`src/rtl/pipeline_controller.sv`:
```
// Central sequencer for the 5-stage MIPS pipeline: debug run/step/halt FSM, hazard stalls, branch flushes, HALT drain.
// Optional macro STALL_COUNTER_EN adds o_stall_count (saturating count of load-use stall cycles).
module pipeline_controller #(
    parameter int REG_ADDRS_BITS = 5,
    parameter int CYCLE_CNT_BITS = 32,
    parameter int DRAIN_CYCLES   = 4
) (
    input  logic                      i_clock,
    input  logic                      i_reset,
    input  logic                      i_start,
    input  logic                      i_step,
    input  logic                      i_halt_instr,
    input  logic [REG_ADDRS_BITS-1:0] i_if_id_rs,
    input  logic [REG_ADDRS_BITS-1:0] i_if_id_rt,
    input  logic                      i_id_ex_MemRead,
    input  logic [REG_ADDRS_BITS-1:0] i_id_ex_rt,
    input  logic                      i_taken,
    output logic                      o_pc_enable,
    output logic                      o_if_id_enable,
    output logic                      o_if_id_flush,
    output logic                      o_id_ex_flush,
    output logic                      o_back_enable,
    output logic                      o_halted,
`ifdef STALL_COUNTER_EN
    output logic [CYCLE_CNT_BITS-1:0] o_cycle_count,
    output logic [CYCLE_CNT_BITS-1:0] o_stall_count
`else
    output logic [CYCLE_CNT_BITS-1:0] o_cycle_count
`endif
);

    localparam int DRAIN_W = (DRAIN_CYCLES > 1) ? $clog2(DRAIN_CYCLES) : 1;
    localparam logic [DRAIN_W-1:0] DRAIN_LOAD = DRAIN_W'(DRAIN_CYCLES - 1);

    typedef enum logic [2:0] {
        S_IDLE,
        S_RUN,
        S_STEP,
        S_DRAIN,
        S_HALTED
    } state_t;

    state_t               state_q, state_d;
    logic [DRAIN_W-1:0]   drain_q, drain_d;
    logic                 load_use;
    logic                 active;

    // A load into $zero never produces a value, so it can never cause a hazard.
    assign load_use = i_id_ex_MemRead && (i_id_ex_rt != '0) &&
                      ((i_id_ex_rt == i_if_id_rs) || (i_id_ex_rt == i_if_id_rt));

    assign active = (state_q == S_RUN) || (state_q == S_STEP) || (state_q == S_DRAIN);

    // NOTE: every signal driven here gets a default first so no path can infer a latch.
    always_comb begin
        state_d        = state_q;
        drain_d        = drain_q;
        o_pc_enable    = 1'b0;
        o_if_id_enable = 1'b0;
        o_if_id_flush  = 1'b0;
        o_id_ex_flush  = 1'b0;
        o_back_enable  = 1'b0;
        o_halted       = 1'b0;
        case (state_q)
            S_IDLE: begin
                if (i_start)     state_d = S_RUN;
                else if (i_step) state_d = S_STEP;
            end
            S_RUN, S_STEP: begin
                o_back_enable = 1'b1;
                if (state_q == S_STEP) state_d = S_IDLE;
                // A taken branch squashes the ID instruction, so its stall/HALT no longer matters.
                if (i_taken) begin
                    o_pc_enable    = 1'b1;
                    o_if_id_enable = 1'b1;
                    o_if_id_flush  = 1'b1;
                    o_id_ex_flush  = 1'b1;
                end else if (load_use) begin
                    o_id_ex_flush = 1'b1;
                end else if (i_halt_instr) begin
                    o_id_ex_flush = 1'b1;
                    state_d       = S_DRAIN;
                    drain_d       = DRAIN_LOAD;
                end else begin
                    o_pc_enable    = 1'b1;
                    o_if_id_enable = 1'b1;
                end
            end
            S_DRAIN: begin
                o_id_ex_flush = 1'b1;
                o_back_enable = 1'b1;
                if (drain_q == '0) state_d = S_HALTED;
                else               drain_d = drain_q - DRAIN_W'(1);
            end
            S_HALTED: begin
                o_halted = 1'b1;
            end
            default: begin
                state_d = S_IDLE;
            end
        endcase
    end

    // NOTE: sequential state uses non-blocking assignments so all flops update from pre-edge values.
    always_ff @(posedge i_clock or negedge i_reset) begin
        if (!i_reset) begin
            state_q <= S_IDLE;
            drain_q <= '0;
        end else begin
            state_q <= state_d;
            drain_q <= drain_d;
        end
    end

    always_ff @(posedge i_clock or negedge i_reset) begin
        if (!i_reset)
            o_cycle_count <= '0;
        else if (active && (o_cycle_count != '1))
            o_cycle_count <= o_cycle_count + CYCLE_CNT_BITS'(1);
    end

`ifdef STALL_COUNTER_EN
    logic stall_apply;

    assign stall_apply = ((state_q == S_RUN) || (state_q == S_STEP)) && !i_taken && load_use;

    always_ff @(posedge i_clock or negedge i_reset) begin
        if (!i_reset)
            o_stall_count <= '0;
        else if (stall_apply && (o_stall_count != '1))
            o_stall_count <= o_stall_count + CYCLE_CNT_BITS'(1);
    end
`endif

endmodule
```
`config.mk`:
```
export PLATFORM = sky130hd
export DESIGN_NAME = pipeline_controller
export DESIGN_NICKNAME = d
export VERILOG_FILES = /design/src/rtl/pipeline_controller.sv
export SDC_FILE = /design/constraint.sdc
export NUM_CORES = 1
export LEC_CHECK = 0
export ABC_AREA = 1
export BUFFER_PORTS_ARGS = -buffer_cell sky130_fd_sc_hd__clkbuf_2
export CAP_MARGIN = 20
export CORE_AREA = 4 4 86 88
export DETAILED_ROUTE_END_ITERATION = 10
export DIE_AREA = 0 0 90 92
export GPL_TIMING_DRIVEN = 0
export PLACE_DENSITY = 0.6
export SLEW_MARGIN = 20
export SYNTH_ARGS = -nofsm -noshare
export SYNTH_HDL_FRONTEND = slang
export SYNTH_SLANG_ARGS = --single-unit
```
`constraint.sdc`:
```
create_clock -name i_clock -period 3.45 [get_ports i_clock]
set_input_delay 0.1725 -clock i_clock [delete_from_list [all_inputs] [get_ports i_clock]]
set_output_delay 0.1725 -clock i_clock [all_outputs]
set_load 0.03 [all_outputs]
```
Word level (Yosys, flattened, before mapping)
Index checks and enable logic that the tools add are counted.
{"block": "totals", "memories": 0, "latch_bits": 0, "out_inout_bits": 38, "ram_bits": 0, "input_bits": 22, "register_bits": 37, "mem_bits_ro": 0, "word_cells": 58}
{"block": "classes", "n_bitwise": 1, "muxes": 25, "n_eq_ne": 13, "addsub": 2, "magnitude_cmp": 0, "n_div": 0, "n_mul": 0, "shifts": 0, "n_reduce_logical": 14}
{"operator": "adder 32 x 1 -> 32 bit, second input constant", "count": 1}
{"operator": "!= test 32 bit, second input constant", "count": 1}
{"operator": "2-to-1 mux 3 bit", "count": 7}
{"operator": "case mux 3 bit (4 select lines)", "count": 1}
{"operator": "2-to-1 mux 1 bit", "count": 11}
{"operator": "== test 5 bit", "count": 2}
{"operator": "2-to-1 mux 2 bit", "count": 4}
{"operator": "!= test 2 bit, second input constant", "count": 4}
{"operator": "== test 3 x 2 -> 1 bit, second input constant", "count": 2}
{"operator": "AND reduction 5 bit", "count": 1}
{"operator": "nonzero test 5 bit", "count": 1}
{"operator": "case mux 2 bit (2 select lines)", "count": 1}
{"operator": "== test 3 x 1 -> 1 bit, second input constant", "count": 1}
{"operator": "== test 3 bit, second input constant", "count": 1}
{"operator": "logical AND 1 bit", "count": 3}
{"operator": "logical NOT 3 bit", "count": 1}
{"operator": "logical OR 1 bit", "count": 3}
{"operator": "!= test 3 bit, second input constant", "count": 1}
{"operator": "AND reduction 3 bit", "count": 1}
{"operator": "OR reduction 3 bit", "count": 1}
{"operator": "logical NOT 2 bit", "count": 1}
{"operator": "!= test 2 x 1 -> 1 bit, second input constant", "count": 1}
{"operator": "case mux 1 bit (2 select lines)", "count": 1}
{"operator": "nonzero test 2 bit", "count": 1}
{"operator": "3 further kinds", "count": 3}

Depth between registers and ports, before layout
Gate-level depths: netlist (run 1).
{"block": "depth", "ltp_word": 6, "ltp_mapped": 12, "depth_no_buf": 11}

Worst setup path before layout (run 1)
No wires, ideal clock.
{"block": "synth_timing", "kind": "flip-flop to flip-flop", "startpoint": "reg o_cycle_count[1]", "endpoint": "reg o_cycle_count[3]", "stages_incl_launch_ff": 11, "required_ns": 3.312, "setup_ns": 0.138, "t_arrival_ns": 1.628, "setup_slack_ns": 1.684, "n_path_buf": 1, "synth_period_minus_slack_ns": 1.766, "path_cell_list": "dfrtp_1 -> ha_1 -> nand3_1 -> inv_1 -> nand2_2 -> nor2_4 -> nand2_2 -> nand2_4 -> buf_6 -> nor2_1 -> xor2_1"}
{"block": "synth_between", "elab_chain_cells": 2, "word_cells_on_any_way": 3, "cone_classes": "1 x add/sub; 1 x eq/ne; 1 x reduce/logical"}
{"element": "from (decl)", "line_no": "28", "text": "output logic [CYCLE_CNT_BITS-1:0] o_cycle_count"}
{"element": "from (signal assigned)", "line_no": "119", "text": "o_cycle_count <= o_cycle_count + CYCLE_CNT_BITS'(1);"}
{"element": "parallel branches: the longest is 2 deep, another holds adder 32 x 1 -> 32 bit"}
Parallel ways; which one is timed is not known.
A chain may end at the register's enable or synchronous reset.

Worst setup path after layout (run 1)
{"block": "layout_timing", "startpoint": "reg o_cycle_count[1]", "endpoint": "reg o_cycle_count[24]"}
The elaborated chain is that of the path after synthesis.

==> summary by stage, run 1 <==
Status
The flow ran to the end, but the final reports show violations. The final reports fail on hold timing.

Cells and area
Relative to the synthesized area, the layout overhead comes to 19.2%. The fraction of layout instances using a drive strength above 1 is between 20 and 25%. The number of antenna cells inserted is 0. The cell area after layout is slightly above 3000 sq um.

The layout filler cell count is 716. The net count reported at finish is approximately 470.

Timing
The post-route setup TNS is 0 ns. For the pin with the worst max-slew slack, the measured transition is roughly 0.86 ns. The routed design could run at a clock period as short as approximately 1.8 ns.

The worst-case headroom to the max-slew limit is 42.8%. The part of the cycle the worst path needs is around 52%. Based on the critical path, the design can be clocked at up to ~550 MHz. Final hold analysis gives a worst-case slack of -0.0141 ns. The setup skew after layout is 0.00143 ns. The number of hold-slack violations in the final timing report is 37.

The final number of max-transition violations is 0. Setup repair after global routing left no endpoint under its margin. The number of setup violations in the final report is 0.

Clock tree
The number of hold buffers added after CTS is 0. The clock transition at the register clock pins on the worst setup and hold paths after CTS is about 0.080 ns. Clock latency on the worst-skew pair, taken at its later pin, is between 0.2 and 0.3 ns. The CTS tree is yes.

Clock tree synthesis found a total of 37 sinks. Post-CTS repair changed the size of 0 cells. The post-CTS setup-driven buffer insertion count is 0.

The number of clock buffers inserted by TritonCTS is 5. The longest clock path from root to sink contains 2 buffers. The number of levels in the clock H-tree is 2. Clock tree synthesis selected as its root buffer the cell clkbuf_8.

Global routing
Entering global routing, the biggest net connects 38 pins. The initial antenna violation count came to 0. For this run, the total global-route usage over all layers was measured as between 10% and 20%. The number of global-route vias before repair came to about 2500. The first global-routing pass estimated 11400 microns of wire. After global routing the overflow that remains totals 0.

Critical path
The classification of the worst setup path is flop to flop. In this run the worst setup path begins at o_cycle_count[1]. The critical path goes through ha_1 -> nand3_1 -> nor2_1 -> nand2_1 -> nor3_2 -> nand2_1 -> nor2_1 -> xor2_1. STA puts the critical path data arrival time at 2.02 ns.

The cell with the largest stage delay on the worst path is dfrtp_1. The top cell family by delay on the critical path is simple AND/OR/NAND/NOR gates. STA classifies the critical path endpoint as a flop.

The source of the worst register-to-register timing path is o_cycle_count[1]. Counting both buffers and inverters, the worst setup path holds a total of 0. The top fanout value on the critical path is 4.

The delay of the slowest cell on the worst path is approximately 0.4 ns. The critical path startpoint category is a flop. At the worst endpoint, the required time is 3.67 ns.

Pwr
The maximum ir drop on the vdd rail is around 0.00044 V. Dividing total power by cell area gives a power density of around 560 nW/um^2. The leakage dissipation is roughly 1.6 nW.

Floorplan
The width of the die is about 90 microns. The number of I/O pins is 60. The count of standard-cell rows is 30. Once the floorplan was initialized, standard cells occupied around two fifths of the core. The floorplan core area is 6640 sq um. The die area is around 8300 sq um. The vertical die dimension is 92 microns.

Synth
The number of register bits inferred by synthesis is 37. The largest area contributor in the netlist is dfrtp_1. nand2_1 is the most common cell in the netlist. The post-synthesis net count is 403. The synthesized cell area is 2590 sq um. The synthesized design devotes to its leading area cell type 35.7% of total area. By count the netlist is led by nand2_1, inv_1, nor2_1. Yosys mapped a number of flops with a built-in enable equal to 0. The share of flip-flops with an asynchronous set or reset is 100%. The share of synthesized area occupied by flip-flops and latches is a little over a third.

The number of different library cells used by synthesis comes to 25. For this run, the leading register cell type out of synthesis is dfrtp_1. Each instance of the synthesized netlist takes up on average approximately 6.8 sq um.

Counting every instance in the synthesized netlist gives about 380. For this run, the number of Yosys warnings is 0. Yosys attributes the largest share of cell area to dfrtp_1, nand2_1, xor2_1, inv_1, nor2_1.

Route
The detailed router finished its first iteration with between 100 and 150 violations. The aggregate routed wire length is ~6600 microns. The average routed wire per standard cell is 12.6 microns. In this run the remaining antenna-violating nets after routing total 0. The count of unresolved DRC violations after routing is 0. The number of vias in the routed layout is approximately 2500.

The average vias per placed instance is 4.72. The detailed-routing iteration count for the pre-antenna-repair pass is 4.

Min path
The worst min-delay path class is primary input to async pin.

Flow run
Across the run, the number of max-cap violations was 0.

Placement
The cell area reported after detailed placement is 2990 sq um. The congestion estimate from routability-driven global placement came to roughly 0.90. The HPWL after detailed placement is 5320 microns. The count of buffers added on input and output ports is 59.
==> through the flow <==
stage	setup slack [ns]	power (mW)	cells	util (%)	hold WS, ns
global placement	1.70	1.39	518	45.0	0.361
global route	1.48	1.86	526	46.5	0.0714
finish	1.64	1.74	526	46.5	-0.0141
floorplan	1.68	1.17	379	-	-0.123
detailed placement	1.68	1.41	518	45.0	0.374
CTS	1.64	1.75	526	46.5	0.0604
==> final cells by class <==
type	count	area (sq um)	area share, %
repair buffers	59	295	9.56
multi-input cells	279	1400	45.3
clock inverters	1	5.00	0.162
inverters	57	214	6.93
clock buffers	7	96.3	3.12
well taps	80	100	3.24
flip-flops and latches	37	926	30.0
plain buffers	6	53.8	1.74
==> cells by family after synthesis <==
group                    Yosys count  synth area share [%]
AO/OA/AOI/OAI                     16                  4.20
XOR/XNOR                          31                  10.5
flip-flops                        37                  35.7
buffers and inverters             63                  10.3
adder cells (fa/ha/maj)            2                 0.965
AND/OR/NAND/NOR                  230                  38.3
==> per-layer routing <==
layer  track usage (%)  routed length [microns]  vias to the layer above
met2              29.7                     3260                       61
li1                  -                        -                     1287
met1              21.2                     2900                     1130
met3              3.04                      389                        7
met4              3.83                       50                        0
met5                 0                        0                        -
==> worst reg2reg max path: cells and delay by family, from the launching register on <==
kind / cells / cell delay (ns)
DFF: 1 / 0.41
and+or+nand+nor: 6 / 0.95
adders and majority gates: 1 / 0.20
xor gates and xnor gates: 1 / 0.17
==> state kept, by name, indices dropped and copies added, names as in the netlist <==
name / count
o_cycle_count: 32
state_q: 3
drain_q: 2
==> report_power, final <==
part | leakage (nW) | internal, mW | switching [mW]
clock network | 0.0542 | 0.181 | 0.165
registers | 0.498 | 0.495 | 0.0607
logic | 1.07 | 0.257 | 0.582
==> worst paths after layout <==
path                                endpoint  slack, ns  depth (start not counted)
max reg2reg                o_cycle_count[24]       1.64                          8
min                        o_cycle_count[30]      -0.01                          1
min in group i_clock              state_q[0]       0.11                          3
min reg2reg                       drain_q[1]       0.52                          2
max in group asynchronous         state_q[2]       2.93                          1
max                        o_cycle_count[24]       1.64                          8
==> cells in the final DEF (no fill, tap or decap), types with 3 or more instances in the layout <==
| cell | Yosys | layout |
|---|---|---|
| nor2_1 | 44 | 44 |
| dfrtp_1 | 37 | 37 |
| nor3_1 | 16 | 16 |
| o21ai_0 | 5 | 5 |
| nand3_1 | 15 | 15 |
| xnor2_1 | 3 | 3 |
| nand2_2 | 4 | 4 |
| inv_2 | 5 | 5 |
| clkbuf_2 | 0 | 58 |
| nand2_1 | 133 | 133 |
| xor2_1 | 28 | 28 |
| inv_1 | 52 | 52 |
| buf_6 | 3 | 3 |
| clkbuf_8 | 0 | 7 |
| nor3_2 | 7 | 7 |
| nand4_1 | 6 | 6 |
| o21ai_2 | 7 | 7 |
Power figures use the tool's default switching activity.
==> run 2: changes to the inputs <==
==> constraint.sdc (replaced) <==
create_clock -name i_clock -period 1.8 [get_ports i_clock]
set_input_delay 0.09 -clock i_clock [delete_from_list [all_inputs] [get_ports i_clock]]
set_output_delay 0.09 -clock i_clock [all_outputs]
set_load 0.03 [all_outputs]
==> run 2 against run 1 <==
  * The run now ends clean
  * Non-clock buffer count increased by 10
  * Total power increased by 100%
  * Combinational power increased by 110%
  * Cell count increased by 1.9%
  * Sequential cell count unchanged
  * Fmax increased by 6.1%
  * Highest routed layer unchanged
  * Largest cell class unchanged
  * Worst hold slack improved by 0.044 ns
  * First-iteration DRC count decreased by 9.3%
==> summary by stage, run 2 (synthesis gave the netlist of run 1 again) <==
Timing
The upper clock frequency limit was 588 MHz (+6.1%). The part of the cycle the worst path needs is 94.5% (+42 points). The time the final worst path needs with I/O delays and setup was 1.70 ns (-0.105 ns).

The worst-case headroom to the max-slew limit was 42.6% (-0.14 points). The transition time at the pin with the least slew margin is 0.860 ns (+0.00209 ns). The setup skew after layout is 0.00478 ns (+0.00335 ns). The final number of max-transition violations was 0 (unchanged).

The number of hold-slack violations in the final timing report is 0 (-100%). The final worst setup slack came to 0.0988 ns (-1.55 ns). The number of setup violations in the final report was 0 (unchanged).

Route
The average routed wire per standard cell was 12.9 microns (+2.5%). The number of antenna-violating nets in the routed design is 0 (unchanged). The count of unresolved DRC violations after routing is 0 (unchanged).

The average vias per placed instance is 4.79 (+1.5%). The number of DRC markers after the initial detailed-route iteration is 127 (-9.3%). The detailed-routing iteration count for the pre-antenna-repair pass was 4 (unchanged).

The aggregate routed wire length is 6900 microns (+4.5%). The number of vias in the routed layout is 2570 (+3.4%).

Critical path
The worst setup path is launched from a flop. The worst setup path is captured at a flop. The arrival time of data at the critical path endpoint is 1.89 ns (-0.13 ns). The critical path is of the flop to flop type. The top fanout value on the critical path is 10 (+6). The required time at the endpoint of the critical path is 1.99 ns (-1.68 ns).

Global routing
The met2 capacity usage during global routing came to 29.7% (unchanged). The global-route wire length before repair was 11400 microns (about the same). The total global-route track usage is 16.8% (+0.020 points).

The largest net degree at the start of global routing is 38 (unchanged). The fraction of met3 tracks used by global routing is 3.04% (unchanged). The initial antenna violation count is 0 (unchanged). The global routing met1 resource utilization is 21.3% (+0.062 points). The sum of overflow across all layers after global routing came to 0 (unchanged). met2 is the most crowded layer. The number of global-route vias before repair is 2491 (+0.12%).

Clock tree
TritonCTS built the clock tree. The cell chosen for the clock root is clkbuf_8. The maximum clock insertion buffer count was 2 (unchanged).

The number of levels in the clock H-tree is 2 (unchanged). The clock transition at the register clock pins on the worst setup and hold paths after CTS is 0.08 ns (about the same). The clock latency of the later-clocked register in the worst-skew pair is 0.29 ns (about the same). The clock sink count is 37 (unchanged).

The number of clock buffers inserted by TritonCTS is 5 (unchanged).

Cells and area
The register cell area after layout was 930 sq um (+0.41%). The number of antenna cells inserted is 0 (unchanged). The largest registers in the layout are o_cycle_count: 32 flops, state_q: 3 flops, drain_q: 2 flops. The register with the most flip-flops in the final layout is o_cycle_count. The cell area after layout came to 3250 sq um (+5.3%). The flip-flop count of the largest register after layout is 32 (unchanged). The core utilization of the finished layout was 48.9% (+2.4 points).

The layout filler cell count is 703 (-1.8%). Leaving out fill and tap cells, the most frequent cells in the layout are nand2_1, clkbuf_2, inv_1, nor2_1, dfrtp_1. The signed area change from the synthesized netlist to the final layout is 25.4%. The fraction of layout instances using a drive strength above 1 is 26.5% (+4.1 points). The area of combinational cells with multiple inputs is 1480 sq um (+5.6%). The net count reported at finish is 479 (+2.1%). The leading cell type in the layout, fill and taps excluded is nand2_1.

Pwr
The switching component of the power is 1.63 mW (+100%). The total internal power is 1.91 mW (+110%). The switching part of the total is 46.0% (-0.38 points). The leakage dissipation is 1.72 nW (+5.8%). The fraction of power consumed by sequential logic is 30.7% (-1.3 points).

The maximum ir drop on the vdd rail is 0.000850 V (+94%). The part of the power in the clock network came to 18.7% (-1.2 points). The power density over the cells came to 1090 nW/um^2 (+94%).

The share of total power in combinational logic is 50.6% (+2.4 points).

Floorplan
The floorplan core area is 6640 sq um (unchanged). The width of the die came to 90 microns (unchanged). The count of standard-cell rows came to 30 (unchanged). The vertical die dimension was 92 microns (unchanged). The number of I/O pins is 60 (unchanged). The starting utilization of the core area was 39.0% (unchanged). The die area is 8280 sq um (unchanged).

Placement
The cell area reported after detailed placement came to 2990 sq um (unchanged). The worst setup slack before clock tree synthesis is 0.0307 ns (-1.65 ns). The final weighted congestion in routability-driven placement is 0.896 (unchanged).

The count of buffers from port buffering is 59 (unchanged). The detailed placer's ending HPWL is 5320 microns (unchanged).

Min path
The min-delay analysis places its worst path in the category primary input to flop.

Flow run
The max-cap check violation count is 0 (unchanged).

Status
The flow ran to the end, and the final reports show no timing, DRC or antenna violations.
run 2: cell types whose count changed in the layout (fill, tap and decap cells not counted), moves of 3 or more:
| cell | delta |
|---|---|
| buf_4 | +9 |
| dfrtp_2 | +3 |
| dfrtp_1 | -3 |
| nor3_4 | +4 |
| nor3_1 | -4 |
run 2: repair_timing:
item,4_1_cts,5_1_grt
resized for setup,1,18
pin swaps,0,3
hold endpoints to repair,37,0
setup endpoints to repair,1,29
cloned,0,0
hold buffers,1,0
setup buffers,0,9
run 2: final cells by class:
| cell class | count | area share [%] |
|---|---|---|
| timing repair buffer | 69 | 11.5 |
| buffer | 6 | 1.73 |
| tap | 80 | 3.08 |
| clock buffer | 7 | 2.96 |
| multi-input combinational | 279 | 45.4 |
| sequential | 37 | 28.6 |
| clock inverter | 1 | 0.154 |
| inverter | 57 | 6.58 |
run 2: worst max-delay path, stage by stage, from the launching register on:
cell	delay (ns)
dfrtp_1	0.43
ha_4	0.18
nand3_4	0.10
inv_1	0.09
nand2_2	0.08
nor2_4	0.14
nand2_2	0.07
nand2_4	0.11
inv_2	0.06
clkbuf_4	0.19
nand2_1	0.08
nand2_1	0.05
run 2: final timing paths:
path	from	to	slack, ns	depth (start not counted)
max in group asynchronous	i_reset	o_cycle_count[11]	0.75	2
setup reg to reg	o_cycle_count[1]	o_cycle_count[21]	0.1	11
min in group asynchronous	i_reset	o_cycle_count[30]	0.45	2
hold / removal	i_start	state_q[0]	0.03	3
setup / recovery	o_cycle_count[1]	o_cycle_count[21]	0.1	11
hold reg to reg	drain_q[1]	drain_q[1]	0.52	2
run 2: power groups by stage:
stage | sequential (mW) | combinational, mW | clock (mW)
floorplan | 1.18 | 1.06 | 0
global placement | 1.07 | 1.59 | 0
detailed placement | 1.08 | 1.62 | 0
CTS | 1.07 | 1.63 | 0.670
global route | 1.11 | 1.97 | 0.709
finish | 1.09 | 1.79 | 0.663
run 2: metrics by stage:
step | setup TNS (ns) | total power [mW] | hold WS [ns] | instances
after floorplan | 0 | 2.24 | -0.206 | 379
after global placement | 0 | 2.67 | 0.278 | 518
after detailed placement | 0 | 2.70 | 0.292 | 518
after CTS | 0 | 3.36 | 0.0305 | 527
after global routing | -0.0278 | 3.78 | 0.0481 | 536
final | 0 | 3.55 | 0.0304 | 536
run 2: per-layer routing:
metal  share of wire [%]  wire (microns)
met5                   0               0
met4                0.70              48
met3                 5.6             387
met2                  50            3490
met1                  43            2980
